[config.mk]
export PLATFORM = sky130hd
export DESIGN_NAME = div_seq
export DESIGN_NICKNAME = d
export VERILOG_FILES = /design/src/rtl/div_seq.sv
export SDC_FILE = /design/constraint.sdc
export NUM_CORES = 1
export LEC_CHECK = 0
export ABC_AREA = 1
export CORE_ASPECT_RATIO = 1.1
export CORE_MARGIN = 5
export CORE_UTILIZATION = 50
export CTS_BUF_LIST = sky130_fd_sc_hd__clkbuf_4
export CTS_CLUSTER_DIAMETER = 120
export DETAILED_ROUTE_END_ITERATION = 10
export PLACE_DENSITY = 0.74
export REMOVE_ABC_BUFFERS = 1
export SKIP_LAST_GASP = 1
export SLEW_MARGIN = 5
export SYNTH_ARGS = -nofsm -noshare
export SYNTH_HDL_FRONTEND = slang
export SYNTH_SLANG_ARGS = --single-unit
[constraint.sdc]
create_clock -name clk -period 2.7 [get_ports clk]
set_input_delay 0.27 -clock clk [delete_from_list [all_inputs] [get_ports clk]]
set_output_delay 0.27 -clock clk [all_outputs]
set_load 0.02 [all_outputs]
[src/rtl/div_seq.sv]
// Sequential restoring divider: one quotient bit per clock, unsigned N-bit operands.
// Quotient/remainder/div_zero are registered and only change when an operation completes.
module div_seq #(
    parameter int N = 8
) (
    input  logic         clk,
    input  logic         rst_n,
    input  logic         start_i,
    input  logic [N-1:0] dividend_i,
    input  logic [N-1:0] divisor_i,
    output logic         busy_o,
    output logic         done_o,
    output logic [N-1:0] quotient_o,
    output logic [N-1:0] remainder_o,
    output logic         div_zero_o
);
    localparam int CW = $clog2(N) + 1;

    typedef enum logic [1:0] {IDLE, CALC, DONE} state_t;

    state_t         state_q, state_d;
    logic [N-1:0]   dq_q, dq_d, dv_q, dv_d, pr_q, pr_d;
    logic [N-1:0]   quot_q, quot_d, rem_q, rem_d;
    logic [CW-1:0]  cnt_q, cnt_d;
    logic           dz_q, dz_d;
    logic [N:0]     t;
    logic [N-1:0]   t_sub, pr_nx, dq_nx;
    logic           ge, last, div0;

    // The partial remainder never reaches 2^N (it stays below the divisor),
    // so only the trial value needs the extra bit for the compare.
    always_comb begin
        t     = {pr_q, dq_q[N-1]};
        ge    = t >= {1'b0, dv_q};
        t_sub = t[N-1:0] - dv_q;
        pr_nx = ge ? t_sub : t[N-1:0];
        dq_nx = {dq_q[N-2:0], ge};
        last  = cnt_q == CW'(N - 1);
        div0  = dv_q == '0;
    end

    always_ff @(posedge clk or negedge rst_n) begin
        if (!rst_n) state_q <= IDLE;
        else        state_q <= state_d;
    end

    // A zero divisor spends its one CALC cycle loading the saturated result,
    // which puts its done strobe one edge after the accepted start.
    always_comb begin
        state_d = state_q;
        case (state_q)
            IDLE:    if (start_i) state_d = CALC;
            CALC:    if (div0 || last) state_d = DONE;
            DONE:    state_d = IDLE;
            default: state_d = IDLE;
        endcase
    end

    always_comb begin
        busy_o = state_q != IDLE;
        done_o = state_q == DONE;
    end

    always_comb begin
        dq_d   = dq_q;
        dv_d   = dv_q;
        pr_d   = pr_q;
        cnt_d  = cnt_q;
        quot_d = quot_q;
        rem_d  = rem_q;
        dz_d   = dz_q;
        if (state_q == IDLE && start_i) begin
            dq_d  = dividend_i;
            dv_d  = divisor_i;
            pr_d  = '0;
            cnt_d = '0;
        end else if (state_q == CALC) begin
            if (div0) begin
                quot_d = '1;
                rem_d  = dq_q;
                dz_d   = 1'b1;
            end else begin
                dq_d  = dq_nx;
                pr_d  = pr_nx;
                cnt_d = cnt_q + CW'(1);
                if (last) begin
                    quot_d = dq_nx;
                    rem_d  = pr_nx;
                    dz_d   = 1'b0;
                end
            end
        end
    end

    always_ff @(posedge clk or negedge rst_n) begin
        if (!rst_n) begin
            dq_q   <= '0;
            dv_q   <= '0;
            pr_q   <= '0;
            cnt_q  <= '0;
            quot_q <= '0;
            rem_q  <= '0;
            dz_q   <= 1'b0;
        end else begin
            dq_q   <= dq_d;
            dv_q   <= dv_d;
            pr_q   <= pr_d;
            cnt_q  <= cnt_d;
            quot_q <= quot_d;
            rem_q  <= rem_d;
            dz_q   <= dz_d;
        end
    end

    assign quotient_o  = quot_q;
    assign remainder_o = rem_q;
    assign div_zero_o  = dz_q;
endmodule

==> Word level (Yosys, flattened, before mapping) <==
Index checks and enable logic that the tools add are counted.
Widths: inputs -> output; s select.
{ "word_totals": {"ff_bits": 47, "input_bits": 19} }
{ "op_classes": {"add_sub_neg": 2, "n_lt_le_gt_ge": 1, "n_eq_ne": 6, "mux": 19, "n_bitwise": 1, "reduce_logical": 10} }
{ "op_table": {"columns": ["cell", "count"], "rows": [
  ["$mux 8", 11],
  ["$mux 4", 3],
  ["$ge 9x8->1", 1],
  ["$logic_not 8->1", 1],
  ["$sub 8x8->8", 1],
  ["$reduce_bool 2->1", 3],
  ["$add 4x1->4 const B", 1],
  ["$eq 4x3->1 const B", 1],
  ["$mux 2", 2],
  ["$ne 2x2->1 const B", 2],
  ["$pmux 2 s2", 1],
  ["$reduce_and 2->1", 2],
  ["$reduce_and 3->1", 1],
  ["$eq 2x1->1 const B", 1],
  ["$eq 2x2->1 const B", 1],
  ["$logic_not 2->1", 1],
  ["$mux 1", 2],
  ["$ne 2x1->1 const B", 1],
  ["$logic_and 1x1->1", 1],
  ["$logic_or 1x1->1", 1],
  ["$not 1->1", 1]
]} }

==> Logic depth before layout (Yosys ltp) <==
Gate-level depths: netlist (run 1).
{ "depth": {"word_depth": 5, "mapped_depth": 14, "mapped_depth_nobuf": 14} }

==> Worst setup path after synthesis (run 1) <==
Ideal clock, no wire load.
{ "synth_path": {"path_kind": "register -> register", "from": "register dq_q[7]", "to": "register rem_q[6] (netlist: remainder_o[6])", "arrival_time_ns": 1.552, "slack_ns": 1.031, "path_stages_with_launch": 15, "cell_sequence": "dfrtp_1 -> inv_1 -> ha_1 -> inv_1 -> fa_1 -> nand2_1 -> nand2_1 -> nand3_1 -> nand2_1 -> nand2_1 -> nand2_1 -> nand2_2 -> nand3_1 -> nand2_1 -> nand2_1"} }
{ "synth_between": {"elab_chain_cells": 4} }
{ "synth_lines": {"columns": ["element", "line_no", "source"], "rows": [
  ["start: declaration", "22", "logic [N-1:0] dq_q, dq_d, dv_q, dv_d, pr_q, pr_d;"],
  ["start signal: assignment", "105", "dq_q <= dq_d;"],
  ["$sub 8x8->8 or $ge 9x8->1 (tied branches)", "35, 34", null],
  ["$mux 8 (*)", "36", "pr_nx = ge ? t_sub : t[N-1:0];"],
  ["$mux 8 (*)", "86", "if (last) begin"],
  ["$mux 8 (*)", "78", "if (div0) begin"],
  ["end signal: assignment", "110", "rem_q <= rem_d;"],
  ["end: declaration", "23", "logic [N-1:0] quot_q, quot_d, rem_q, rem_d;"]
]} }
Every way passes the cells marked *; elsewhere a longest branch is shown, timed or not. The select of a mux whose other input is x is not followed.
A chain may end at the register's enable or synchronous reset.

==> Worst setup path in the final report (run 1) <==
{ "layout_path": {"from": "register dv_q[1]", "to": "register dq_q[5]"} }
{ "layout_between": {"elab_chain_cells": 3} }
{ "layout_lines": {"columns": ["element", "line_no", "source"], "rows": [
  ["start: declaration", "22", null],
  ["start signal: assignment", "106", "dv_q <= dv_d;"],
  ["$logic_not 8->1", "39", "div0 = dv_q == '0;"],
  ["$ne 2x1->1 (no line)", null, null],
  ["$reduce_and 2->1 (no line)", null, null]
]} }
No other way between the ends.

==> key figures, run 1 <==
Clocking
  • Clock-pin slew on the worst setup and hold paths: 140 ps
  • TritonCTS Buffers: 5
  • Post-CTS Setup Bufs: 0
  • CTS tree: done
  • Clock Path Buffers: 2
  • Hold buffer count at CTS: 0
  • Root buffer cell: clkbuf_4
  • Clk sink count: 47
  • H-tree depth: 2
  • CTS resizes: 0
  • Worst-Skew Late Latency: 360 ps

Timing
  • Minimum clock period: 1920 ps
  • Period utilization: 0.712
  • Setup tns final: 0 ps
  • Final Hold Fails: 0
  • Worst-Margin Slew: 1020 ps
  • Max Fclk: 520 MHz
  • Slew headroom: 0.321
  • Clock skew: 13.2 ps
  • RSZ-0062 raised after global routing: no
  • Setup-failing EPs final: 0
  • Slew Viols, Final: 0

Worst setup path
  • R2r startpoint: dv_q[1]$_DFFE_PN0P_
  • Crit-path leading delay family: simple AND/OR/NAND/NOR gates
  • Startpoint Class: flip-flop
  • CP arrival: 2210 ps
  • CP max-delay cell: nor2_4
  • Critical path's largest stage delay: 390 ps
  • Crit-path cells: inv_1 > nand4_1 > nor2_4 > nor2_4 > nor2_8 > inv_2 > nand2_1 > nand2_1 > o21ai_0
  • Kind of critical path: reg2reg
  • Worst path buffer plus inverter count: 2
  • CP endpoint kind: flip-flop
  • Req. time, crit path: 2990 ps
  • Critical Path Start: dv_q[1]$_DFFE_PN0P_
  • Crit-path max FO: 17

Logic synthesis
  • Sequential share of the synthesized area: 0.445
  • Yosys top cell by area: dfrtp_1
  • Syn avg cell area: 7.74 um^2
  • Synth unique cells: 33
  • Synth area leaders: dfrtp_1 45%, nand2_1 17%, nand3_1 5.5%
  • Cells after Synth: 341
  • Syn. warnings: 0
  • Yosys top cell area share: 0.445
  • FF+latch count, synth: 47
  • Post-Syn Area: 0.00264 mm^2

Die
  • Die area: 0.00683 mm^2
  • I/O pin cnt: 38
  • Chip height: 86.2 um
  • Die X: 79.3 um
  • FP Rows: 27
  • Core ar.: 0.00507 mm^2
  • Initial Util: 0.521

Power and ir drop
  • Pwr dens: 1460 mW/mm^2
  • Worst vdd ir: 0.742 mV
  • Design Power: 4.54 mW
  • Leak: 1.65 nW

Global routing
  • Total GRT Usage: 0.183
  • First-pass GRT wire length: 9850 um
  • Grt ovf: 0
  • Pin count of the biggest net entering global routing: 48
  • Vias in the first global route: 2,110
  • Initial antenna violation count: 0

Cells and area
  • Most frequent cells in the layout: 119 x nand2_1, 47 x dfrtp_1, 36 x clkdlybuf4s50_1, 35 x inv_1, 29 x nand3_1
  • Commonest non-fill, non-tap cell in the layout: nand2_1
  • Antenna diodes: 0
  • Fillers: 464
  • NumNets Final: 406
  • Layout cells sized above 1: 0.0952
  • Layout area overhead: 18.1%

Placement
  • Final GP Congestion: 0.844
  • Port Buf Inserts: 37
  • Dpl hpwl: 4380 um

Detailed routing
  • DRC viols: 0
  • DR pass1 iterations: 4
  • DRT antenna net count: 0
  • Vias: 2,217
  • WL final: 5770 um
  • Via/cell ratio: 5.08
  • Wire per inst: 13.2 um
  • Initial DRC Count: 184

Run
  • Max_cap viols: 0

Outcome
  • Status: finished, final reports clean

Min path
  • Hold Crit Class: in2async
## state kept, by name (all words and copies together), names as in the netlist
| register | count |
|---|---|
| cnt_q | 4 |
| remainder_o | 8 |
| dv_q | 8 |
| state_q | 2 |
| pr_q | 8 |
| quotient_o | 8 |
| div_zero_o | 1 |
| dq_q | 8 |
## final cells by class
| cell class | instances | area (um^2) | area share |
|---|---|---|---|
| inverters | 37 | 139 | 0.0446 |
| repair buffers | 39 | 380 | 0.122 |
| clock buffers | 5 | 37.5 | 0.0120 |
| flip-flops and latches | 47 | 1180 | 0.377 |
| clock inverters | 3 | 47.5 | 0.0153 |
| multi-input cells | 247 | 1260 | 0.405 |
| well taps | 58 | 72.6 | 0.0233 |
## power breakdown
group | switching, mW | total (mW) | internal (mW) | leakage [nW]
sequential | 0.213 | 1.25 | 1.03 | 0.590
combinational | 1.77 | 2.86 | 1.09 | 1.01
clock | 0.238 | 0.438 | 0.200 | 0.0458
total | 2.22 | 4.54 | 2.32 | 1.65
## cells in the mapped netlist (all sizes together)
cell and count:
buf 9, inv 37, a21oi 9, a22oi 2
o211ai 4, clkbuf 1, o21ai 22, fa 1
nand2 130, or2 2, nor2 31, xnor2 2
ha 9, o31ai 1, nand3 30, nand4 1
dfrtp 47, xor2 1, nor3 2
## layer usage
metal	up-vias	GRT usage	wire length (um)
met5	-	0	0
met4	0	0.0516	55
met3	4	0.0312	251
met2	53	0.289	2670
met1	1010	0.260	2800
li1	1150	-	-
## metrics by stage
step           cells  hold slack (ps)   util  setup WS, ps  area (um^2)
6_report         436             64.5  0.615           777         3120
5_1_grt          436              125  0.615           587         3120
4_1_cts          436             96.6  0.615           767         3120
3_5_place_dp     428              457  0.598           759         3030
3_3_place_gp     428              458  0.598           832         3030
2_1_floorplan    331            -25.6      -           991         2580
## final timing paths
check	to	slack, ps	cells past startpoint
hold / removal	dv_q[4]$_DFFE_PN0P_	60	1
setup reg to reg	dq_q[5]$_DFFE_PN0P_	780	9
hold reg to reg	div_zero_o$_DFFE_PN0P_	490	2
setup / recovery	dq_q[5]$_DFFE_PN0P_	780	9
max in group asynchronous	dq_q[5]$_DFFE_PN0P_	2020	1
min in group clk	dv_q[0]$_DFFE_PN0P_	430	3
## logic make-up after synthesis
family,Yosys count,share of synthesized area
simple gates,196,0.335
buf+inv,47,0.0758
flops,47,0.445
compound gates,38,0.0839
fa+ha+maj,10,0.0502
xor+xnor,3,0.00995
## worst reg2reg max path: stages (launching register included)
cell and delay, ps:
dfrtp_1 380, inv_1 130, nand4_1 170, nor2_4 390, nor2_4 200, nor2_8 270, inv_2 120, nand2_1 90
nand2_1 40, o21ai_0 60
Note: power is estimated with default switching activity, not from simulation.
==> inputs of run 2 (changes only) <==
Settings changed: PLACE_DENSITY 0.74 to 0.77.
Clock period 2.7 ns to 1.65 ns, I/O delays scaled along.
==> run 2 against run 1 <==
Sequential share of layout area shrank 6.4 points. Cell count increased by 11%. Die area did not move. Clock-buffer cell count did not move. Critical endpoint is now pr_q[0]$_DFFE_PN0P_. Critical path type unchanged. Wire length rose by 36%. The run now ends with setup timing left. First-iteration DRC count up 42%. Hold slack improved by 260 ps.
==> key figures, run 2 (synthesis gave the netlist of run 1 again) <==
Outcome
  • Status: finished with violations
  • Failing checks: setup timing

Timing
  • Period utilization: 1.13 (+0.423)
  • Slew headroom: 0.599 (+0.278)
  • Setup-failing EPs final: 19 (+19)
  • Clock skew: 20.3 ps (+7.08 ps)
  • Slew Viols, Final: 0 (unchanged)
  • Minimum clock period: 1870 ps (-49.9 ps)
  • Worst-Margin Slew: 602 ps (-416 ps)
  • Final Hold Fails: 0 (unchanged)
  • RSZ-0062 raised after global routing: yes
  • Max Fclk: 534 MHz (+2.7%)
  • Setup ws final: -223 ps (-1000 ps)

Placement
  • Dpl hpwl: 4930 um (+12%)
  • Final GP Congestion: 0.953 (+13%)
  • Placed cell count: 466 (+8.9%)
  • Port Buf Inserts: 37 (unchanged)

Die
  • Die area: 0.00683 mm^2 (unchanged)
  • Initial Util: 0.521 (unchanged)
  • Core ar.: 0.00507 mm^2 (unchanged)
  • Chip height: 86.2 um (unchanged)
  • Die X: 79.3 um (unchanged)
  • I/O pin cnt: 38 (unchanged)
  • FP Rows: 27 (unchanged)

Worst setup path
  • CP endpoint kind: flip-flop
  • Crit-path max FO: 6 (-11)
  • CP max-delay cell: dfrtp_1
  • Critical path's largest stage delay: 440 ps (+50 ps)
  • Req. time, crit path: 1960 ps (-1030 ps)
  • Crit-path leading delay family: simple AND/OR/NAND/NOR gates
  • Crit-path cells: ha_4 > inv_4 > buf_4 > nor3_4 > nand2_4 > nand2_8 > nand2_4 > nand2_1 > nand2_1 > nand2_2
  • Startpoint Class: flip-flop
  • CP arrival: 2180 ps (-30 ps)
  • Worst path buffer plus inverter count: 2 (unchanged)
  • Kind of critical path: reg2reg

Cells and area
  • Layout cells sized above 1: 0.280 (+0.185)
  • Layout area overhead: 42.0%
  • Fillers: 358 (-23%)
  • NumNets Final: 457 (+13%)
  • Final std cells w/o fill: 486 (+11%)
  • Most frequent cells in the layout: 114 x nand2_1, 47 x dfrtp_1, 44 x buf_4, 34 x clkdlybuf4s50_1, 27 x inv_1
  • Commonest non-fill, non-tap cell in the layout: nand2_1
  • Antenna diodes: 0 (unchanged)

Clocking
  • Worst-Skew Late Latency: 380 ps (+20 ps)
  • CTS tree: done
  • H-tree depth: 2 (unchanged)
  • Clock-pin slew on the worst setup and hold paths: 140 ps (about the same)
  • Clock Path Buffers: 2 (unchanged)
  • Clk sink count: 47 (unchanged)
  • TritonCTS Buffers: 5 (unchanged)
  • Root buffer cell: clkbuf_4

Global routing
  • Initial antenna violation count: 0 (unchanged)
  • First-pass GRT wire length: 11,900 um (+21%)
  • Total GRT Usage: 0.223 (+0.0397)
  • Vias in the first global route: 2,633 (+25%)
  • Pin count of the biggest net entering global routing: 48 (unchanged)
  • Grt ovf: 0 (unchanged)

Detailed routing
  • DRT antenna net count: 0 (unchanged)
  • WL final: 7830 um (+36%)
  • Wire per inst: 16.1 um (+22%)
  • DR pass1 iterations: 5 (+1)
  • DRC viols: 0 (unchanged)
  • Initial DRC Count: 262 (+42%)
  • Vias: 2,679 (+21%)
  • Via/cell ratio: 5.51 (+8.4%)

Min path
  • Hold Crit Class: in2reg

Run
  • Max_cap viols: 0 (unchanged)
==> run 2: final cells by class <==
| class | count | area [um^2] | area share |
|---|---|---|---|
| sequential | 47 | 1180 | 0.314 |
| multi-input combinational | 249 | 1500 | 0.401 |
| inverter | 37 | 141 | 0.0377 |
| timing repair buffer | 88 | 779 | 0.208 |
| clock buffer | 5 | 37.5 | 0.0100 |
| clock inverter | 2 | 37.5 | 0.0100 |
| tap | 58 | 72.6 | 0.0194 |
==> run 2: layer usage <==
layer / global-route usage / share of wire / vias to the layer above
li1: - / - / 1253
met1: 0.271 / 0.40 / 1259
met2: 0.383 / 0.50 / 135
met3: 0.0385 / 0.061 / 32
met4: 0.106 / 0.042 / 0
met5: 0 / 0 / -
==> run 2: repair_timing <==
action / 4_1_cts / 5_1_grt
pin swaps: 10 / 17
setup endpoints to repair: 20 / 35
gates cloned: 2 / 0
hold endpoints to repair: 47 / 0
buffers inserted: 4 / 6
hold buffers: 1 / 0
resized for setup: 32 / 21
==> run 2: final timing paths <==
| kind | start | endpoint | depth (start not counted) | slack [ps] |
|---|---|---|---|---|
| min in group asynchronous | rst_n | pr_q[6]$_DFFE_PN0P_ | 3 | 390 |
| worst min-delay path | divisor_i[0] | dv_q[0]$_DFFE_PN0P_ | 3 | 320 |
| worst min register to register | div_zero_o$_DFFE_PN0P_ | div_zero_o$_DFFE_PN0P_ | 2 | 490 |
| worst max register to register | pr_q[6]$_DFFE_PN0P_ | pr_q[0]$_DFFE_PN0P_ | 10 | -220 |
| max in group asynchronous | rst_n | pr_q[0]$_DFFE_PN0P_ | 3 | 850 |
| worst max-delay path | pr_q[6]$_DFFE_PN0P_ | pr_q[0]$_DFFE_PN0P_ | 10 | -220 |
==> run 2: stage by stage <==
stage               TNS, ps  area (um^2)  hold WS [ps]   util  setup WS [ps]
floorplan              -551         2580          -131      -          -59.4
global placement       -886         3330           292  0.657           -133
detailed placement    -1450         3330           295  0.657           -143
CTS                    -965         3600           310  0.711          -81.2
global route          -5220         3750           319  0.740           -287
finish                -3040         3750           322  0.740           -223
==> run 2: worst register-to-register path, stage by stage (launching register included) <==
cell	delay [ps]
dfrtp_1	440
ha_4	310
inv_4	50
buf_4	140
nor3_4	270
nand2_4	180
nand2_8	130
nand2_4	60
nand2_1	80
nand2_1	70
nand2_2	80
Power of run 2 is left out: the tool's default activity adds up to more than one toggle a clock period on the data nets, which glitch-free logic cannot reach.
